==> src/rtl/mig_word_bridge.sv <==
// mig_word_bridge
//   Bridges a single-word core request port onto the DDR3 controller app_*
//   interface. Each request is one full-width app beat: writes replicate the
//   word across all lanes and mask off every byte except the addressed lane;
//   reads return the addressed lane of the returned beat.
//
// Ports
//   clk, reset_n             controller user clock, async active-low reset
//   req_valid/ready/write    core request handshake and direction
//   req_addr, req_wdata      core byte address and write word
//   resp_valid/err/rdata     one-cycle completion pulse, timeout flag, read word
//   init_calib_complete      controller calibration done
//   app_addr/cmd/en/rdy      controller command channel
//   app_wdf_data/mask/wren/end/rdy  controller write-data channel
//   app_rd_data/_valid       controller read-data channel
//
// state      | meaning
// -----------+-----------------------------------------------------------
// ST_INIT    | waiting for controller calibration
// ST_IDLE    | ready for a core request
// ST_WR      | write command and write data outstanding (accepted independently)
// ST_RD_CMD  | read command presented, waiting for app_rdy
// ST_RD_WAIT | read accepted, waiting for data or the timeout terminal count
// ST_RESP    | one-cycle response to the core

module mig_word_bridge #(
  parameter int WORD_W      = 32,
  parameter int APP_DATA_W  = 128,
  parameter int REQ_ADDR_W  = 32,
  parameter int APP_ADDR_W  = 28,
  parameter int DQ_BYTES    = 2,
  parameter int TIMEOUT_CYC = 1023
) (
  input  logic                    clk,
  input  logic                    reset_n,
  input  logic                    req_valid,
  output logic                    req_ready,
  input  logic                    req_write,
  input  logic [REQ_ADDR_W-1:0]   req_addr,
  input  logic [WORD_W-1:0]       req_wdata,
  output logic                    resp_valid,
  output logic                    resp_err,
  output logic [WORD_W-1:0]       resp_rdata,
  input  logic                    init_calib_complete,
  output logic [APP_ADDR_W-1:0]   app_addr,
  output logic [2:0]              app_cmd,
  output logic                    app_en,
  input  logic                    app_rdy,
  output logic [APP_DATA_W-1:0]   app_wdf_data,
  output logic [APP_DATA_W/8-1:0] app_wdf_mask,
  output logic                    app_wdf_wren,
  output logic                    app_wdf_end,
  input  logic                    app_wdf_rdy,
  input  logic [APP_DATA_W-1:0]   app_rd_data,
  input  logic                    app_rd_data_valid
);

  localparam int WORD_BYTES = WORD_W / 8;
  localparam int WB_LOG     = $clog2(WORD_BYTES);
  localparam int BB_LOG     = $clog2(APP_DATA_W / 8);
  localparam int LANES      = APP_DATA_W / WORD_W;
  localparam int LANE_W     = (LANES > 1) ? $clog2(LANES) : 1;
  localparam int TMR_W      = $clog2(TIMEOUT_CYC + 1);

  localparam logic [2:0] CMD_WR = 3'b000;
  localparam logic [2:0] CMD_RD = 3'b001;

  typedef enum logic [2:0] {
    ST_INIT,
    ST_IDLE,
    ST_WR,
    ST_RD_CMD,
    ST_RD_WAIT,
    ST_RESP
  } state_t;

  state_t                  state_q, state_d;
  logic [APP_ADDR_W-1:0]   app_addr_q, app_addr_d;
  logic [2:0]              app_cmd_q, app_cmd_d;
  logic                    app_en_q, app_en_d;
  logic [APP_DATA_W-1:0]   app_wdf_data_q, app_wdf_data_d;
  logic [APP_DATA_W/8-1:0] app_wdf_mask_q, app_wdf_mask_d;
  logic                    app_wdf_wren_q, app_wdf_wren_d;
  logic                    resp_valid_q, resp_valid_d;
  logic                    resp_err_q, resp_err_d;
  logic [WORD_W-1:0]       resp_rdata_q, resp_rdata_d;
  logic [LANE_W-1:0]       lane_q, lane_d;
  logic                    drop_pending_q, drop_pending_d;
  logic [TMR_W-1:0]        timer_q, timer_d;

  logic [REQ_ADDR_W-1:0]   beat_base;
  logic [APP_ADDR_W-1:0]   app_addr_in;
  logic [LANE_W-1:0]       lane_in;
  logic [APP_DATA_W/8-1:0] wr_mask;
  logic [WORD_W-1:0]       rd_word;
  logic                    cmd_done;
  logic                    data_done;

  assign req_ready = (state_q == ST_IDLE);

  // Request address decode: beat-aligned byte address scaled to DQ units,
  // plus the word lane inside the beat.
  always_comb begin
    beat_base   = req_addr & ~REQ_ADDR_W'((1 << BB_LOG) - 1);
    app_addr_in = APP_ADDR_W'(beat_base / REQ_ADDR_W'(DQ_BYTES));
    lane_in     = (LANES > 1) ? LANE_W'(req_addr >> WB_LOG) : '0;
    wr_mask     = '1;
    wr_mask[int'(lane_in)*WORD_BYTES +: WORD_BYTES] = '0;
    rd_word     = app_rd_data[int'(lane_q)*WORD_W +: WORD_W];
  end

  // A channel counts as done once it was accepted earlier (strobe already low)
  // or is being accepted this cycle.
  assign cmd_done  = !app_en_q       || app_rdy;
  assign data_done = !app_wdf_wren_q || app_wdf_rdy;

  always_comb begin
    state_d        = state_q;
    app_addr_d     = app_addr_q;
    app_cmd_d      = app_cmd_q;
    app_en_d       = app_en_q;
    app_wdf_data_d = app_wdf_data_q;
    app_wdf_mask_d = app_wdf_mask_q;
    app_wdf_wren_d = app_wdf_wren_q;
    resp_valid_d   = 1'b0;
    resp_err_d     = resp_err_q;
    resp_rdata_d   = resp_rdata_q;
    lane_d         = lane_q;
    drop_pending_d = drop_pending_q;
    timer_d        = timer_q;

    // The beat belonging to a timed-out read may turn up at any time later;
    // the first beat seen while the flag is set is swallowed.
    if (app_rd_data_valid && drop_pending_q) begin
      drop_pending_d = 1'b0;
    end

    unique case (state_q)
      ST_INIT: begin
        if (init_calib_complete) begin
          state_d = ST_IDLE;
        end
      end

      ST_IDLE: begin
        if (req_valid) begin
          app_addr_d = app_addr_in;
          lane_d     = lane_in;
          app_en_d   = 1'b1;
          if (req_write) begin
            app_cmd_d      = CMD_WR;
            app_wdf_wren_d = 1'b1;
            app_wdf_data_d = {LANES{req_wdata}};
            app_wdf_mask_d = wr_mask;
            state_d        = ST_WR;
          end else begin
            app_cmd_d = CMD_RD;
            state_d   = ST_RD_CMD;
          end
        end
      end

      ST_WR: begin
        if (app_en_q && app_rdy) begin
          app_en_d = 1'b0;
        end
        if (app_wdf_wren_q && app_wdf_rdy) begin
          app_wdf_wren_d = 1'b0;
        end
        if (cmd_done && data_done) begin
          resp_valid_d = 1'b1;
          resp_err_d   = 1'b0;
          state_d      = ST_RESP;
        end
      end

      ST_RD_CMD: begin
        if (app_rdy) begin
          app_en_d = 1'b0;
          timer_d  = TMR_W'(TIMEOUT_CYC);
          state_d  = ST_RD_WAIT;
        end
      end

      ST_RD_WAIT: begin
        if (app_rd_data_valid && !drop_pending_q) begin
          resp_rdata_d = rd_word;
          resp_err_d   = 1'b0;
          resp_valid_d = 1'b1;
          state_d      = ST_RESP;
        end else if (timer_q == '0) begin
          resp_rdata_d   = '0;
          resp_err_d     = 1'b1;
          resp_valid_d   = 1'b1;
          drop_pending_d = 1'b1;
          state_d        = ST_RESP;
        end else begin
          timer_d = timer_q - TMR_W'(1);
        end
      end

      ST_RESP: begin
        state_d = ST_IDLE;
      end

      default: begin
        state_d = ST_INIT;
      end
    endcase
  end

  always_ff @(posedge clk or negedge reset_n) begin
    if (!reset_n) begin
      state_q        <= ST_INIT;
      app_addr_q     <= '0;
      app_cmd_q      <= '0;
      app_en_q       <= 1'b0;
      app_wdf_data_q <= '0;
      app_wdf_mask_q <= '0;
      app_wdf_wren_q <= 1'b0;
      resp_valid_q   <= 1'b0;
      resp_err_q     <= 1'b0;
      resp_rdata_q   <= '0;
      lane_q         <= '0;
      drop_pending_q <= 1'b0;
      timer_q        <= '0;
    end else begin
      state_q        <= state_d;
      app_addr_q     <= app_addr_d;
      app_cmd_q      <= app_cmd_d;
      app_en_q       <= app_en_d;
      app_wdf_data_q <= app_wdf_data_d;
      app_wdf_mask_q <= app_wdf_mask_d;
      app_wdf_wren_q <= app_wdf_wren_d;
      resp_valid_q   <= resp_valid_d;
      resp_err_q     <= resp_err_d;
      resp_rdata_q   <= resp_rdata_d;
      lane_q         <= lane_d;
      drop_pending_q <= drop_pending_d;
      timer_q        <= timer_d;
    end
  end

  assign app_addr     = app_addr_q;
  assign app_cmd      = app_cmd_q;
  assign app_en       = app_en_q;
  assign app_wdf_data = app_wdf_data_q;
  assign app_wdf_mask = app_wdf_mask_q;
  assign app_wdf_wren = app_wdf_wren_q;
  assign app_wdf_end  = app_wdf_wren_q;
  assign resp_valid   = resp_valid_q;
  assign resp_err     = resp_err_q;
  assign resp_rdata   = resp_rdata_q;

endmodule
==> config.mk <==
export PLATFORM = sky130hd
export DESIGN_NAME = mig_word_bridge
export DESIGN_NICKNAME = d
export VERILOG_FILES = /design/src/rtl/mig_word_bridge.sv
export SDC_FILE = /design/constraint.sdc
export NUM_CORES = 1
export LEC_CHECK = 0
export BUFFER_PORTS_ARGS = -buffer_cell sky130_fd_sc_hd__buf_4
export CORE_AREA = 2 2 160 162
export DETAILED_ROUTE_END_ITERATION = 8
export DIE_AREA = 0 0 162 164
export HOLD_SLACK_MARGIN = 0.12
export PLACE_DENSITY = 0.55
export SETUP_SLACK_MARGIN = 0.02
export SYNTH_ARGS = -nofsm -noshare
export SYNTH_HDL_FRONTEND = slang
export SYNTH_SLANG_ARGS = --single-unit
==> constraint.sdc <==
create_clock -name clk -period 2.1 [get_ports clk]
set_clock_uncertainty 0.05 [all_clocks]
set_input_delay 0.21 -clock clk [delete_from_list [all_inputs] [get_ports clk]]
set_output_delay 0.21 -clock clk [all_outputs]
set_load 0.05 [all_outputs]
After elaboration in Yosys (flattened, before gate mapping). Cells that the tools add are included.

Flip-flop bits (word level): 224. Input port bits: 200. Output and inout port bits: 213. Word-level logic and storage cells: 95.

Add/sub/neg operators: 2. Equality and inequality tests: 15. Shift operators: 3. Mux-type cells: 35. Bitwise logic cells: 2. Reductions and logical operators: 25.

Operator list (number): indexed part select 128 x 8 -> 32 bit (1); 2-to-1 mux 32 bit (2); negator 4 -> 33 bit (1); variable shift 4 x 33 -> 16 bit (first input constant) (1); indexed part select 4 x 33 -> 16 bit (first input constant) (1); 2-to-1 mux 10 bit (3); case mux 10 bit (2 select lines) (1); 2-to-1 mux 1 bit (18); 2-to-1 mux 3 bit (6); case mux 3 bit (6 select lines) (1); inequality test 2 bit (second input constant) (8); inverter 16 bit (1); OR 16 bit (1); AND reduction 4 bit (3); zero test 10 bit (1); subtractor 10 x 1 -> 10 bit (second input constant) (1); nonzero test 2 bit (4); equality test 3 x 2 -> 1 bit (second input constant) (2); equality test 3 bit (second input constant) (2); case mux 1 bit (2 select lines) (3); AND reduction 3 bit (2); logical AND 1 bit (5); AND reduction 5 bit (1); AND reduction 2 bit (2); other kinds (8) (11).

Depth between registers and ports, before layout. Gate-level depths: netlist of the first run.

Word-level depth: 5. Mapped depth: 8. Gate-level depth less buffers: 6.

Least setup slack after synthesis of the first run. No wires, ideal clock.

Path kind: reg2reg. Start point: register timer_q[0]. End point: register resp_rdata_q[10] (netlist: resp_rdata[10]). Library setup time: 0.121 ns. Data arrival time: 1.804 ns. Slack: 0.125 ns. Cell stages (with the launch flop): 9. Clock period less this slack: 1.975 ns. Cells stage by stage: dfrtp_1 inv_1 ha_1 nor4b_1 and4_1 buf_2 nor2_1 clkbuf_1 a22o_1.

Word-level cells in the longest chain between the ends: 3.

RTL lines: from (decl) (RTL line 89) `logic [TMR_W-1:0] timer_q, timer_d;`; from (signal assigned) (RTL line 240) `timer_q <= timer_d;`; zero test 10 bit (RTL line 191) `end else if (timer_q == '0) begin`; nonzero test 2 bit (no source line); AND reduction 2 bit (no source line); to (signal assigned) (RTL line 237) `resp_rdata_q <= resp_rdata_d;`; to (decl) (RTL line 86) `logic [WORD_W-1:0] resp_rdata_q, resp_rdata_d;`.

Every way passes these cells. A chain may end at the register's enable or synchronous reset.

Worst setup path in the final report of the first run.
Start point: register timer_q[1]. End point: register timer_q[7].

Word-level cells in the longest chain between the ends: 4.

RTL lines: subtractor 10 x 1 -> 10 bit (RTL line 198) `timer_d = timer_q - TMR_W'(1);`; 2-to-1 mux 10 bit (RTL line 191); 2-to-1 mux 10 bit (RTL line 186) `if (app_rd_data_valid && !drop_pending_q) begin`; case mux 10 bit (2 select lines) (RTL line 138) `unique case (state_q)`.

Several ways; a longest one is shown, not always the timed one. The select of a mux whose other input is x is not followed.

==> metrics, run 1 <==
DR WL/cell=16.0 um; cell chain of the critical path=or4_4, or4_1, or4_1, nand3_1; post-route clock period utilization=0.948; Final HPWL DP=14500 um; ranking of synthesized cells by instance count=buf_4 (116), dfrtp_1 (114), mux2_2 (59); Top Ports=413; Final #Nets=1052; CP max FO=4; Synth Area in Compound Gates=0.0783; Cell Area, Synth=6140 sq um; area leader, netlist=dfrtp_1; DRT antenna net count=0; number of synthesized flops with an enable pin=0; Setup TNS=0 ps; Clock Sinks=114; post-synthesis mux area share=0.232; Synth Flop Type=dfrtp_1; CTS tree=done; Die X=162 um; final hold vios=0; Finish-stage setup viols=0; fmax=0.502 GHz; most common cell in the synthesized netlist=buf_4; gr usage total=0.142; WP data arrival=2270 ps; Area growth syn-to-layout=65.0%; share of the synthesized area in the top cell type=0.465; DR pass1 iterations=4; # H-tree levels=4; n_diodes=0; Clock Tree Root=clkbuf_16; outcome=completed; post-DR vias/cell=4.31; flops & latches, synth=114; Clock Tree Buf Depth=2; Core Rows=58; DRT Wirelength=19100 um; total number of vias=5136; clk_lat worst skew=400 ps; most frequent CP cell=or4_1; min Tclk post-route=1990 ps; clock slew at reported path FFs=60 ps; Core Footprint=24800 sq um; CTS buffer count=17; HP Class=primary input to flip-flop; combinational family with the most area after synthesis=multiplexers; average cell area after synthesis=12.8 sq um; antenna violations before repair=0; crit end category=flip-flop; vias in the first global route=5356; Die Ht=164 um; Final Max Tran Viols=0; crit-path max cell delay=540 ps; Post-Synth Simple-Gate Area=0.0567; Yosys warnings=0; CP bufs+invs=0; Worst setup SP type=flip-flop; sequential share of the synthesized area=0.465; die area=26600 sq um; # Post-CTS Setup Buffers=0; pre-CTS WS=67.2 ps; WS Path Type=flip-flop to flip-flop; Max Cap Viol=0; synth top area cells=dfrtp_1 (46%), buf_4 (14%), mux4_2 (12%), mux2_2 (11%), a22o_1 (4.6%); CP Data Required Time=2380 ps; GPL Wtd Cong=0.817; drc violations=0; CP delay by family, top=simple AND/OR/NAND/NOR gates; worst hold slack=152 ps; Slowest-stage cell, CP=or4_4; largest net degree at the start of global routing=42; share of cells above drive strength 1=0.650; Starting Density=0.247; IO buf count=402; ys async rst share=1.00; Synth Area in Adders=0.00408; post-synthesis cell count=480; Post-Synth XOR/XNOR Area=0; RSZ-0062 raised after global routing=no; Yosys cell types=47; GR Overflow Total=0; setup slack after layout=109 ps; 1st-iter DRT viols=168; first-pass GRT wire length=29000 um
cells in the final DEF (no fill, tap or decap), types with 3 or more instances in the layout:
cell	n
buf_4	419
dfrtp_1	113
dlygate4sd3_1	63
mux2_2	59
mux4_2	32
a22o_1	32
clkbuf_16	17
nor2_1	13
inv_1	8
a21oi_1	8
nand2_1	6
nand3_1	6
conb_1	5
inv_6	5
buf_12	5
nor2b_1	4
mux2i_1	4
or4_1	4
o31ai_1	4
clkinvlp_4	4
nand2b_1	3
a21o_1	3
o21ai_0	3
and2_1	3
bufinv_16	3
per-layer routing:
| layer | vias up | global-route usage | part of all wire |
|---|---|---|---|
| met1 | 2490 | 0.158 | 0.37 |
| met5 | - | 0 | 0 |
| met3 | 6 | 0.0376 | 0.080 |
| met2 | 262 | 0.268 | 0.54 |
| li1 | 2378 | - | - |
| met4 | 0 | 0.0350 | 0.0071 |
path summary, 6_finish.rpt:
check	cells past startpoint	end	slack [ps]	from
min in group asynchronous	2	resp_rdata[4]	170	reset_n
worst max-delay path	4	timer_q[7]	110	timer_q[1]
worst min-delay path	3	app_en	150	app_rdy
worst min register to register	1	app_addr[24]	460	app_addr[24]
worst max register to register	4	timer_q[7]	110	timer_q[1]
max in group asynchronous	3	timer_q[4]	1060	reset_n
through the flow:
| stage | instance area (sq um) | utilization | std cells |
|---|---|---|---|
| floorplan | 6150 | - | 484 |
| global placement | 8860 | 0.357 | 1098 |
| detailed placement | 8860 | 0.357 | 1098 |
| CTS | 10100 | 0.408 | 1193 |
| global route | 10100 | 0.408 | 1193 |
| finish | 10100 | 0.408 | 1193 |
registers in the layout, indices dropped and copies added, names as in the netlist:
name	flops
resp_rdata	32
timer_q	10
app_wdf_mask	4
resp_valid	1
app_wdf_end	1
drop_pending_q	1
app_addr	25
resp_err	1
lane_q	2
app_wdf_data	32
state_q	3
app_en	1
app_cmd	1
logic make-up (layout without fill, tap and decap cells):
kind of cell	Yosys count	count (layout)
DFF	114	114
and+or+nand+nor	59	59
adders and majority gates	2	2
muxes	95	95
AOI/OAI and AO/OA	61	61
other	1	5
buffers and inverters	148	527
what timing repair did:
| item | in CTS | in global routing |
|---|---|---|
| hold endpoints to repair | 181 | 0 |
| hold buffers | 63 | 0 |
| setup endpoints to repair | 0 | 39 |
| gates resized for setup | 0 | 4 |
area by class of cell:
class | instances | area [sq um]
Fill cell | 2392 | 14700
Timing Repair Buffer | 487 | 3880
Sequential cell | 114 | 2850
Multi-Input combinational cell | 222 | 2330
Clock buffer | 19 | 453
Tap cell | 330 | 413
Clock inverter | 13 | 173
Inverter | 8 | 30.0
worst register-to-register path, cell delays in order (launching register included):
cell and delay (ps):
dfrtp_1 400, or4_4 550, or4_1 420, or4_1 410, nand3_1 90
Power of run 1 is not shown: default switching activity piles up to over one toggle a cycle in this logic, so the estimate is an artifact.
==> run 2, diff against run 1 <==
Settings changed: CAP_MARGIN set to 20, CORE_AREA 2 2 160 162 to 2 2 159 161, CTS_BUF_LIST set to sky130_fd_sc_hd__clkbuf_8, DIE_AREA 0 0 162 164 to 0 0 161 163, PLACE_DENSITY 0.55 to 0.54.
Clock period 2.1 ns to 2.15 ns, I/O delays scaled along.
==> run 2 against run 1 <==
Net effect: register-to-register slack about the same; non-clock buffer count decreased by 3; critical path depth increased by 3; setup slack improved by 9.8 ps; fmax decreased by 2.0%; final cell count decreased by 0.17%; count of clock-buffer cells in the layout decreased by 1; via count about the same; routed wire length increased by 0.30%; final area decreased by 2.0%; critical path type unchanged; critical endpoint is now timer_q[4]; largest cell class unchanged.
==> metrics, run 2 (same netlist as run 1, synthesis figures left out) <==
crit end category=flip-flop; first-pass GRT wire length=28900 um (-0.14%); HP Class=primary input to flip-flop; min Tclk post-route=2030 ps (+40.2 ps); fill count=2412 (+0.84%); largest net degree at the start of global routing=60 (+43%); share of cells above drive strength 1=0.646 (-0.00430); reg2reg path depth=7 (+3); gr usage total=0.143 (+0.000890); commonest non-fill, non-tap cell in the layout=buf_4; antenna violations before repair=0 (unchanged); CP delay by family, top=simple AND/OR/NAND/NOR gates; Final Max Tran Viols=0 (unchanged); hold depth=3 (unchanged); Max Cap Viol=0 (unchanged); DRT antenna net count=0 (unchanged); Core Footprint=24700 sq um (-0.58%); WS Path Type=flip-flop to flip-flop; post-DR vias/cell=4.31 (+0.13%); fmax=0.492 GHz (-2.0%); GR Overflow Total=0 (unchanged); DR WL/cell=16.1 um (+0.47%); GPL Wtd Cong=0.773 (-5.4%); Area growth syn-to-layout=61.8%; Slowest-stage cell, CP=or4_1; hold endpoint=resp_rdata[28]; clock slew at reported path FFs=90 ps (+30 ps); Clock Sinks=114 (unchanged); clk_lat worst skew=440 ps (+40 ps); CTS tree=done; Clock Tree Buf Depth=2 (unchanged); CP max FO=14 (+10); post-route clock period utilization=0.945 (-0.00334); Die X=161 um (-0.62%); RSZ-0062 raised after global routing=no; Finish-stage setup viols=0 (unchanged); CTS buffer count=17 (unchanged); Starting Density=0.249 (+0.00145); Core Rows=58 (unchanged); CP Data Required Time=2460 ps (+80 ps); vias in the first global route=5329 (-0.50%); Die Ht=163 um (-0.61%); # Post-CTS Setup Buffers=0 (unchanged); Final #Nets=1050 (-0.19%); cell chain of the critical path=inv_2, ha_1, nor4b_2, and4_2, buf_4, or4_1, nand3_1; pre-CTS WS=-8.61 ps (-75.8 ps); Worst setup SP type=flip-flop; Worst-Margin Slew=576 ps; Slew headroom=0.616; IO buf count=402 (unchanged); Final HPWL DP=14500 um (-0.45%); r2r setup slk=120 ps (about the same); CP Depth=7 (+3); die area=26200 sq um (-1.2%); Clock Tree Root=clkbuf_8; CP bufs+invs=2 (+2); RR Startpoint=timer_q[0]; WP data arrival=2340 ps (+70 ps); total number of vias=5134 (-0.039%); r2r endpoint=timer_q[4]; HP Start=app_rd_data[28]; outcome=completed; # H-tree levels=4 (unchanged); final hold vios=0 (unchanged); DRT Wirelength=19200 um (+0.30%); crit-path max cell delay=510 ps (-30 ps); Top Ports=413 (unchanged); 1st-iter DRT viols=205 (+22%); n_diodes=0 (unchanged); drc violations=0 (unchanged); DR pass1 iterations=4 (unchanged); setup slack after layout=119 ps (+9.78 ps); commonest non-fill, non-tap cells in the layout=buf_4 (412), dfrtp_1 (113), dlygate4sd3_1 (66), mux2_2 (59)
[run 2: cell count changes in the layout (fill, tap and decap cells not counted), moves of 2 or more]
cell and delta:
inv_2 +2, clkinv_4 +2, clkbuf_16 -17, dlygate4sd3_1 +3, buf_4 -7, nor2_4 +3
nor2_2 -2, clkbuf_8 +16
[run 2: per-layer routing]
metal,vias up,part of all wire,GRT usage
met5,-,0,0
met4,0,0.013,0.0414
li1,2378,-,-
met1,2476,0.37,0.158
met2,263,0.54,0.267
met3,17,0.078,0.0392
[run 2: cell type report]
| class | count | area [sq um] | area share |
|---|---|---|---|
| timing repair buffer | 484 | 3860 | 0.389 |
| sequential | 114 | 2850 | 0.287 |
| multi-input combinational | 223 | 2350 | 0.236 |
| tap | 330 | 413 | 0.0416 |
| clock buffer | 18 | 248 | 0.0249 |
| clock inverter | 14 | 178 | 0.0179 |
| inverter | 8 | 30.0 | 0.00302 |
[run 2: worst max-delay path by stage]
stage,startpoint,end,slack (ps)
after floorplan,timer_q[0],resp_rdata[10],180
after global placement,timer_q[1],resp_err,10
after detailed placement,timer_q[0],resp_err,-9
after CTS,timer_q[0],resp_err,30
after global routing,timer_q[0],timer_q[8],10
final,timer_q[0],timer_q[4],120
[run 2: stage by stage]
step                      std cells   util  instance area [sq um]  hold slack [ps]  setup TNS, ps
after floorplan                 484      -                   6150             -131              0
after global placement         1092  0.358                   8830              198              0
after detailed placement       1092  0.358                   8830              198          -8.61
after CTS                      1190  0.402                   9910              120              0
after global routing           1191  0.403                   9930              124              0
final                          1191  0.403                   9930              150              0
[run 2: worst register-to-register path: stages (launching register included)]
cell	delay [ps]
dfrtp_1	380
inv_2	70
ha_1	200
nor4b_2	170
and4_2	280
buf_4	200
or4_1	510
nand3_1	90
[run 2: repair_timing]
item                                   in CTS  in global routing
gates cloned                                0                  1
setup endpoints to repair                  29                 40
pin swaps                                   2                  1
gates resized for setup                     2                  3
endpoints found under the hold margin     126                  0
hold buffers                               66                  0
Power of run 2 is left out for the same reason.
